===== src/rtl/core_uarch_pkg.sv =====
// Shared micro-architecture types for the core: register numbers, data words
// and the writeback line carried from execution units to the register file.
package core_uarch;

  localparam int WB_REG_BITS = 4;
  localparam int WB_W        = 32;

  typedef logic [WB_REG_BITS-1:0] reg_num;
  typedef logic [WB_W-1:0]        word;

  typedef struct packed {
    logic   valid;
    reg_num rd;
    word    value;
  } wb_line;

  // Folds idx back into 0..n-1; callers never pass anything at or above 2*n.
  function automatic int wrap_idx(input int idx, input int n);
    return (idx >= n) ? idx - n : idx;
  endfunction

endpackage


===== src/rtl/core_writeback_arb_pick.sv =====
// Round-robin picker: scans candidates from the rotate pointer and grants the
// first N_PORTS whose destination register is not already claimed this cycle.
module core_wb_rr_pick
  import core_uarch::*;
#(
  parameter int N_SRC    = 5,
  parameter int N_PORTS  = 2,
  parameter int REG_BITS = 4,
  parameter int ZERO_REG = 0,
  localparam int IW      = (N_SRC > 1) ? $clog2(N_SRC) : 1,
  localparam int PW      = (N_PORTS > 1) ? $clog2(N_PORTS) : 1,
  localparam int MASK    = 1 << REG_BITS
) (
  input  logic [N_SRC-1:0]          cand_valid_i,
  input  logic [N_SRC*REG_BITS-1:0] cand_rd_i,
  input  logic [IW-1:0]             rr_i,
  output logic [N_SRC-1:0]          grant_o,
  output logic [N_SRC-1:0]          use_port_o,
  output logic [N_SRC*PW-1:0]       port_idx_o,
  output logic                      any_grant_o,
  output logic [IW-1:0]             last_o
);

  logic [REG_BITS-1:0] candRd [N_SRC];
  logic [PW-1:0]       portIdx [N_SRC];
  logic [MASK-1:0]     taken;
  logic [IW-1:0]       idx;
  logic [REG_BITS-1:0] rd;
  int                  cnt;

  for (genvar g = 0; g < N_SRC; g++) begin : g_unpack
    assign candRd[g]                  = cand_rd_i[g*REG_BITS +: REG_BITS];
    assign port_idx_o[g*PW +: PW]     = portIdx[g];
  end

  // Register-zero lines (when dropped) take no port and claim no register.
  always_comb begin
    grant_o     = '0;
    use_port_o  = '0;
    any_grant_o = 1'b0;
    last_o      = '0;
    taken       = '0;
    cnt         = 0;
    idx         = '0;
    rd          = '0;
    for (int i = 0; i < N_SRC; i++) portIdx[i] = '0;
    for (int k = 0; k < N_SRC; k++) begin
      idx = IW'(wrap_idx(int'(rr_i) + k, N_SRC));
      rd  = candRd[idx];
      if (cand_valid_i[idx]) begin
        if (ZERO_REG != 0 && rd == '0) begin
          grant_o[idx] = 1'b1;
          any_grant_o  = 1'b1;
          last_o       = idx;
        end else if (cnt < N_PORTS && !taken[rd]) begin
          grant_o[idx]    = 1'b1;
          use_port_o[idx] = 1'b1;
          portIdx[idx]    = PW'(cnt);
          taken[rd]       = 1'b1;
          cnt             = cnt + 1;
          any_grant_o     = 1'b1;
          last_o          = idx;
        end
      end
    end
  end

endmodule


===== src/rtl/core_writeback_arb.sv =====
// N-source to M-port writeback arbiter: per-source skid entries, round-robin
// fairness, same-register ordering and a pending-write mask for dispatch.
module core_writeback_arb
  import core_uarch::*;
#(
  parameter int N_SRC    = 5,
  parameter int N_PORTS  = 2,
  parameter int REG_BITS = core_uarch::WB_REG_BITS,
  parameter int W        = core_uarch::WB_W,
  parameter int ZERO_REG = 0,
  localparam int IW      = (N_SRC > 1) ? $clog2(N_SRC) : 1,
  localparam int PW      = (N_PORTS > 1) ? $clog2(N_PORTS) : 1,
  localparam int MASK    = 1 << REG_BITS
) (
  input  logic                        clk,
  input  logic                        rst,
  input  logic [N_SRC-1:0]            src_valid_i,
  input  logic [N_SRC*REG_BITS-1:0]   src_rd_i,
  input  logic [N_SRC*W-1:0]          src_value_i,
  output logic [N_SRC-1:0]            wb_stall_o,
  output logic [N_PORTS-1:0]          wr_valid_o,
  output logic [N_PORTS*REG_BITS-1:0] wr_rd_o,
  output logic [N_PORTS*W-1:0]        wr_value_o,
  output logic [MASK-1:0]             pending_mask_o
);

  logic [REG_BITS-1:0]       srcRd [N_SRC];
  logic [W-1:0]              srcValue [N_SRC];
  logic [N_SRC-1:0]          candValid;
  logic [REG_BITS-1:0]       candRd [N_SRC];
  logic [W-1:0]              candValue [N_SRC];
  logic [N_SRC*REG_BITS-1:0] candRdFlat;

  logic [N_SRC-1:0]    skidValid_q, skidValid_d;
  logic [REG_BITS-1:0] skidRd_q [N_SRC];
  logic [REG_BITS-1:0] skidRd_d [N_SRC];
  logic [W-1:0]        skidValue_q [N_SRC];
  logic [W-1:0]        skidValue_d [N_SRC];

  logic [N_PORTS-1:0]  wrValid_q, wrValid_d;
  logic [REG_BITS-1:0] wrRd_q [N_PORTS];
  logic [REG_BITS-1:0] wrRd_d [N_PORTS];
  logic [W-1:0]        wrValue_q [N_PORTS];
  logic [W-1:0]        wrValue_d [N_PORTS];

  logic [IW-1:0] rr_q, rr_d;

  logic [N_SRC-1:0]    grant;
  logic [N_SRC-1:0]    usePort;
  logic [N_SRC*PW-1:0] portIdxFlat;
  logic [PW-1:0]       portIdx [N_SRC];
  logic                anyGrant;
  logic [IW-1:0]       lastGrant;

  for (genvar g = 0; g < N_SRC; g++) begin : g_src
    assign srcRd[g]                            = src_rd_i[g*REG_BITS +: REG_BITS];
    assign srcValue[g]                         = src_value_i[g*W +: W];
    assign candRdFlat[g*REG_BITS +: REG_BITS]  = candRd[g];
    assign portIdx[g]                          = portIdxFlat[g*PW +: PW];
  end

  for (genvar p = 0; p < N_PORTS; p++) begin : g_port
    assign wr_rd_o[p*REG_BITS +: REG_BITS] = wrRd_q[p];
    assign wr_value_o[p*W +: W]            = wrValue_q[p];
  end

  assign wr_valid_o = wrValid_q;
  assign wb_stall_o = skidValid_q;

  // A held line always outranks whatever the source is presenting.
  always_comb begin
    for (int i = 0; i < N_SRC; i++) begin
      candValid[i] = skidValid_q[i] | src_valid_i[i];
      candRd[i]    = skidValid_q[i] ? skidRd_q[i]    : srcRd[i];
      candValue[i] = skidValid_q[i] ? skidValue_q[i] : srcValue[i];
    end
  end

  core_wb_rr_pick #(
    .N_SRC    (N_SRC),
    .N_PORTS  (N_PORTS),
    .REG_BITS (REG_BITS),
    .ZERO_REG (ZERO_REG)
  ) u_pick (
    .cand_valid_i (candValid),
    .cand_rd_i    (candRdFlat),
    .rr_i         (rr_q),
    .grant_o      (grant),
    .use_port_o   (usePort),
    .port_idx_o   (portIdxFlat),
    .any_grant_o  (anyGrant),
    .last_o       (lastGrant)
  );

  // Fresh lines that lose arbitration park in the skid; a fresh line arriving
  // while the skid is already occupied is dropped.
  always_comb begin
    skidValid_d = skidValid_q;
    skidRd_d    = skidRd_q;
    skidValue_d = skidValue_q;
    wrValid_d   = '0;
    wrRd_d      = wrRd_q;
    wrValue_d   = wrValue_q;
    rr_d        = rr_q;
    for (int i = 0; i < N_SRC; i++) begin
      if (skidValid_q[i]) begin
        if (grant[i]) skidValid_d[i] = 1'b0;
      end else if (src_valid_i[i] && !grant[i]) begin
        skidValid_d[i] = 1'b1;
        skidRd_d[i]    = srcRd[i];
        skidValue_d[i] = srcValue[i];
      end
      if (usePort[i]) begin
        wrValid_d[portIdx[i]] = 1'b1;
        wrRd_d[portIdx[i]]    = candRd[i];
        wrValue_d[portIdx[i]] = candValue[i];
      end
    end
    if (anyGrant) rr_d = IW'(wrap_idx(int'(lastGrant) + 1, N_SRC));
  end

  always_ff @(posedge clk) begin
    if (rst) begin
      skidValid_q <= '0;
      wrValid_q   <= '0;
      rr_q        <= '0;
    end else begin
      skidValid_q <= skidValid_d;
      wrValid_q   <= wrValid_d;
      rr_q        <= rr_d;
    end
    skidRd_q    <= skidRd_d;
    skidValue_q <= skidValue_d;
    wrRd_q      <= wrRd_d;
    wrValue_q   <= wrValue_d;
  end

  always_comb begin
    pending_mask_o = '0;
    for (int i = 0; i < N_SRC; i++)
      if (skidValid_q[i]) pending_mask_o[skidRd_q[i]] = 1'b1;
    for (int p = 0; p < N_PORTS; p++)
      if (wrValid_q[p]) pending_mask_o[wrRd_q[p]] = 1'b1;
  end

endmodule

===== config.mk =====
export PLATFORM = sky130hd
export DESIGN_NAME = core_writeback_arb
export DESIGN_NICKNAME = d
export VERILOG_FILES = /design/src/rtl/core_uarch_pkg.sv /design/src/rtl/core_writeback_arb_pick.sv /design/src/rtl/core_writeback_arb.sv
export SDC_FILE = /design/constraint.sdc
export NUM_CORES = 1
export LEC_CHECK = 0
export ABC_AREA = 1
export CAP_MARGIN = 10
export CORE_MARGIN = 2
export CORE_UTILIZATION = 46
export DETAILED_ROUTE_END_ITERATION = 7
export PLACE_DENSITY = 0.73
export SYNTH_ARGS = -nofsm -noshare
export SYNTH_HDL_FRONTEND = slang
export SYNTH_HIERARCHICAL = 1
export SYNTH_SLANG_ARGS = --single-unit

===== constraint.sdc =====
create_clock -name clk -period 11.05 [get_ports clk]
set_input_delay 2.7625 -clock clk [delete_from_list [all_inputs] [get_ports clk]]
set_output_delay 2.7625 -clock clk [all_outputs]
set_load 0.005 [all_outputs]

# ---- Word-level counts from Yosys, hierarchy flattened
# Memories as Yosys holds them, arrays and structs flattened.
# Index checks and enable logic that the tools add are counted.
dict set report op_classes {
  addsub 14
  n_lt_le_gt_ge 72
  n_mux 224
  bitwise_logic 38
  reduce_logical 53
}
# cell count
set ops {}
lappend ops {{32-bit two-way mux} 17}
lappend ops {{64-bit bitwise mux} 5}
lappend ops {{64-bit two-way mux} 5}
lappend ops {{16-bit two-way mux} 15}
lappend ops {{32-bit demux with 1-bit select} 5}
lappend ops {{16-bit bitwise OR} 9}
lappend ops {{32-bit by 3-bit < comparator with 1-bit output (second input constant)} 4}
lappend ops {{32-bit by 2-bit adder with 32-bit output (second input constant)} 3}
lappend ops {{5-bit two-way mux} 18}
lappend ops {{4-bit two-way mux} 20}
lappend ops {{1-bit two-way mux} 61}
lappend ops {{4-bit binary-select mux with 3-bit select} 5}
lappend ops {{4-bit by 5-bit < comparator with 1-bit output (second input constant)} 12}
lappend ops {{3-bit two-way mux} 16}
lappend ops {{1-bit demux with 4-bit select} 11}
lappend ops {{4-bit by 1-bit >= comparator with 1-bit output (second input constant)} 11}
lappend ops {{8-bit bitwise mux} 5}
lappend ops {{8-bit two-way mux} 5}
lappend ops {{1-bit logical AND} 39}
lappend ops {{1-bit demux with 3-bit select} 9}
lappend ops {{4-bit demux with 1-bit select} 5}
lappend ops {{4-bit by 3-bit >= comparator with 1-bit output (second input constant)} 5}
lappend ops {{4-bit >= comparator (second input constant)} 5}
lappend ops {{3-bit by 4-bit < comparator with 1-bit output (second input constant)} 5}
lappend ops {{other kinds (25)} 106}
dict set report totals {
  regBits 262
  romBits 16
  output_inout_bits 95
  word_cells 419
  memories 1
}
# memory depth width read_ports rd_ports_with_merged_regs wr line_no
set memory_table {}
lappend memory_table {{(no name shown)} 16 1 1 0 0 core_writeback_arb_pick.sv:55} ;# end else if (cnt < N_PORTS && !taken[rd]) begin

# ---- Depth between registers and ports, before layout
dict set report depth {
  word_depth 51
  depth_mapped 55
  depth_no_buf 48
}

# ---- Cells and area by module
# Netlist, hierarchy kept.
# mod n_inst cells_each area_per_inst_um2 seq_area_each_um2
set by_module_without_submodules {}
lappend by_module_without_submodules {core_writeback_arb 1 2049 14871.8 7046.8}
lappend by_module_without_submodules {core_wb_rr_pick 1 831 4170.2 0.0}

# ---- Worst setup path after synthesis
# OpenSTA, ideal clock, no wires.
dict set report synth_timing {
  kind {input -> register}
  startpoint {input src_rd_i[4]}
  endpoint {register skidRd_q[12] (netlist bit) (enable)}
  setup_ns 0.429
  arrival_ns 8.063
  t_required_ns 10.621
  path_slack_ns 2.558
  stages 34
  n_path_buf 2
  path_cell_list {o21ai_0 -> inv_1 -> inv_1 -> nand3_1 -> nand2_1 -> nand2_1 -> nand2_1 -> nand2_1 -> nand2_1 -> nor2_2 -> inv_1 -> o21ai_0 -> o21a_1 -> nor4_1 -> ha_1 -> a21oi_1 -> inv_1 -> ha_1 -> nand2_1 -> nand2_1 -> a21oi_1 -> a21boi_2 -> buf_4 -> nand3_1 -> nand2_1 -> nand3_1 -> nand3_1 -> nand3_2 -> nand3_4 -> nor2_2 -> buf_6 -> nand3_1 -> nand2_1 -> nor2_1}
}
# item line_no
set synth_lines {}
lappend synth_lines {{start, declared} core_writeback_arb.sv:18} ;# input logic [N_SRC*REG_BITS-1:0] src_rd_i,
lappend synth_lines {{end signal, assigned} core_writeback_arb.sv:132} ;# skidRd_q <= skidRd_d;
lappend synth_lines {{end, declared} core_writeback_arb.sv:35} ;# logic [REG_BITS-1:0] skidRd_q [N_SRC];

==> flow_summary.yaml <==
status:
  status: "finished with violations"
  violations: "DRC"
clock_network:
  cts_resized: 0
  cts_setup_buffers: 0
  cts-buffers-inserted: 30
  cts_root_buf: "clkbuf_16"
  htree_levels: 1
  cts_tree: "yes"
  cts_hold_buffers: 0
  cts_sinks: 262
  clock_latency_ns: 0.61
  clk_pin_slew_worst_paths_ns: 0.06
  cts_max_path_buffers: 3
yosys:
  ys_top_cells_by_area: "edfxtp_1 (28%), nand2_1 (24%), dfxtp_1 (8.6%), nand3_1 (6.0%), nor2_1 (4.6%)"
  synth_fa_ha_area_share_pct: 1.03
  ys_types: 58
  synth_area_mm2: 0.0190
  synth_top_area_share_pct: 28.4
  ys_seq_area_share_pct: 37.0
  synth_mux_area_share_pct: 1.21
  ys_ff_latch: 262
  syn-mean-instance-area_um2: 6.61
  synth-compound-area-share_pct: 11.6
  yosysTopAreaCell: "edfxtp_1"
  yosys_warnings: 6
  syn_inst: 2880
  synth_xor_xnor_area_share_pct: 0.237
  synth_top_family_by_area: "simple AND/OR/NAND/NOR gates"
  synth_nets: 3082
  synth-simple-area-share_pct: 39.7
route:
  drc: 6
  wire_per_inst_um: 23.7
  vias_per_cell: 5.95
  vias: 21900
  ant_nets: 0
  drt-pass1-iter-count: 8
  wirelength_mm: 87.4
  drt_iter0_markers: 3169
setup_path:
  worstPathArrival_ns: 10.64
  slowest_delay_ns: 0.56
  worstReg2RegStart: "rr_q[0]"
  r2r_cells: 42
  startpoint_type: "input pin"
  cpMaxStageDelayCell: "nor4_1"
  worstPathRequired_ns: 11.55
  cp-end-kind: "register"
  criticalPathCategory: "in2reg"
  rrSetupSlack_ns: 2.05
  r2r_end: "wr_value_o[53]"
  path_common_cell: "nand2_1"
  crit_fanout: 28
timing:
  finClkSkew_ns: 0.0338
  period_share_pct: 91.8
  setup_tns_ns: 0
  maxSlewHeadroom_pct: 25.0
  period_minus_slack_ns: 10.14
  clock.fmax_mhz: 98.6
  rsz0062_at_grt: "no"
  final_hold_viol_count: 0
  worst_pin_slew_ns: 1.12
  finalSetupViolCount: 0
  maxSlewViolCount: 0
floorplan:
  rows: 74
  die_h_um: 207
  initial_utilization_pct: 46.6
  ios: 282
  dieArea_mm2: 0.0430
  die_w_um: 207
  coreArea_mm2: 0.0408
placement:
  finalWeightedCongestion: 1.03
  dp_hpwl_mm: 66.5
  io_buffers: 281
worst_hold_path:
  worstHoldStart: "skidValue_q[16]"
  min_to: "wr_value_o[16]"
  hold_class: "reg2reg"
  worstHoldPathCells: 4
global_route:
  antenna_found_initial: 5
  grt_overflow: 0
  grt_pass1_wl_mm: 129
  grt.total_usage_pct: 39.3
  grt_max_degree: 56
  grt_pass1_vias: 20100
layout:
  syn2layout_area_growth_pct: 22.6
  final_nets: 3325
  drive_gt1_share_pct: 7.24
run:
  maxCapViolCount: 0
-- worst max-delay path by stage --
| stage | cells past startpoint | end | start |
|---|---|---|---|
| global placement | 42 | wr_value_o[53] | src_rd_i[4] |
| detailed placement | 42 | wr_value_o[53] | src_rd_i[4] |
| floorplan | 34 | skidRd_q[12] | src_rd_i[4] |
| finish | 42 | wr_value_o[53] | src_rd_i[4] |
| CTS | 45 | wr_value_o[60] | src_rd_i[4] |
| global route | 45 | wr_value_o[56] | src_rd_i[4] |
-- routing by layer --
layer	share of wire [%]	track usage, %	vias up
met5	0	0	-
met4	3.4	10.7	0
met3	14	9.61	204
met2	40	55.3	1712
met1	42	59.3	10100
li1	-	-	9883
-- Yosys cell counts, drive strengths merged --
| library cell | n |
|---|---|
| a221oi | 5 |
| buf | 109 |
| nor4 | 10 |
| o211ai | 8 |
| a21boi | 2 |
| o22ai | 28 |
| or2 | 19 |
| o21ai | 153 |
| o2111ai | 3 |
| o21bai | 12 |
| and2 | 1 |
| clkinv | 2 |
| a211oi | 1 |
| clkbuf | 23 |
| o22a | 2 |
| dfxtp | 82 |
| a2111oi | 1 |
| mux2i | 23 |
| xnor2 | 1 |
| a22oi | 3 |
| nor3 | 40 |
| nand3b | 4 |
| a31oi | 20 |
| inv | 247 |
| nand3 | 240 |
| ha | 14 |
| a2111o | 1 |
| o21a | 5 |
| nand2 | 1210 |
| fa | 1 |
| o221ai | 5 |
| edfxtp | 180 |
| nor2 | 263 |
| xor2 | 2 |
| nand4 | 21 |
| a21oi | 139 |
-- state kept, by name, summed over array words and instances, names as in the netlist --
name,cells
wr_valid_o,2
wr_value_o,64
rr_q,3
skidValue_q,160
wb_stall_o,5
skidRd_q,20
wr_rd_o,8
-- layout by cell type (no fill, tap or decap), drive strengths merged, types with 19 or more instances in the layout --
cell           Yosys  layout
a21oi            139     139
a31oi             20      20
buf              109      62
clkbuf            23      37
clkdlybuf4s50      0     281
dfxtp             82      82
edfxtp           180     180
inv              247     250
mux2i             23      23
nand2           1210    1210
nand3            240     240
nand4             21      21
nor2             263     263
nor3              40      40
o21ai            153     153
o22ai             28      28
or2               19      19
-- final cells by class --
type | instances | area (um^2)
diodes | 6 | 15.0
clock buffers | 37 | 777
clock inverters | 19 | 196
fillers | 3983 | 17500
inverters | 249 | 940
multi-input cells | 2237 | 10300
flip-flops and latches | 262 | 7050
well taps | 532 | 666
repair buffers | 343 | 3420
-- through the flow --
stage               utilization, %  setup WS (ns)  std cells  hold WS, ns  cell area (um^2)
floorplan                        -           2.56       2880        0.530             19000
global placement              54.8          0.691       3623        0.548             22400
detailed placement            54.8          0.623       3623        0.568             22400
CTS                           57.1           1.23       3679        0.585             23300
global route                  57.2          0.529       3683        0.628             23300
finish                        57.2          0.908       3685        0.588             23300
-- critical path: cells and delay by family --
family | cells | cell delay (ns)
buffers and inverters | 9 | 1.81
AO/OA/AOI/OAI | 8 | 2.36
adder cells (fa/ha/maj) | 2 | 0.65
AND/OR/NAND/NOR | 23 | 3.02
-- kinds of logic (layout without fill, tap and decap cells) --
logic type | after synthesis | in the layout
compound gates | 388 | 388
xor+xnor | 3 | 3
fa+ha+maj | 15 | 15
buf+inv | 381 | 648
flops | 262 | 262
mux | 23 | 23
other cells | 0 | 6
simple gates | 1808 | 1808
Power is not shown: default switching activity piles up to over one toggle a cycle in this logic, so the estimate is an artifact.
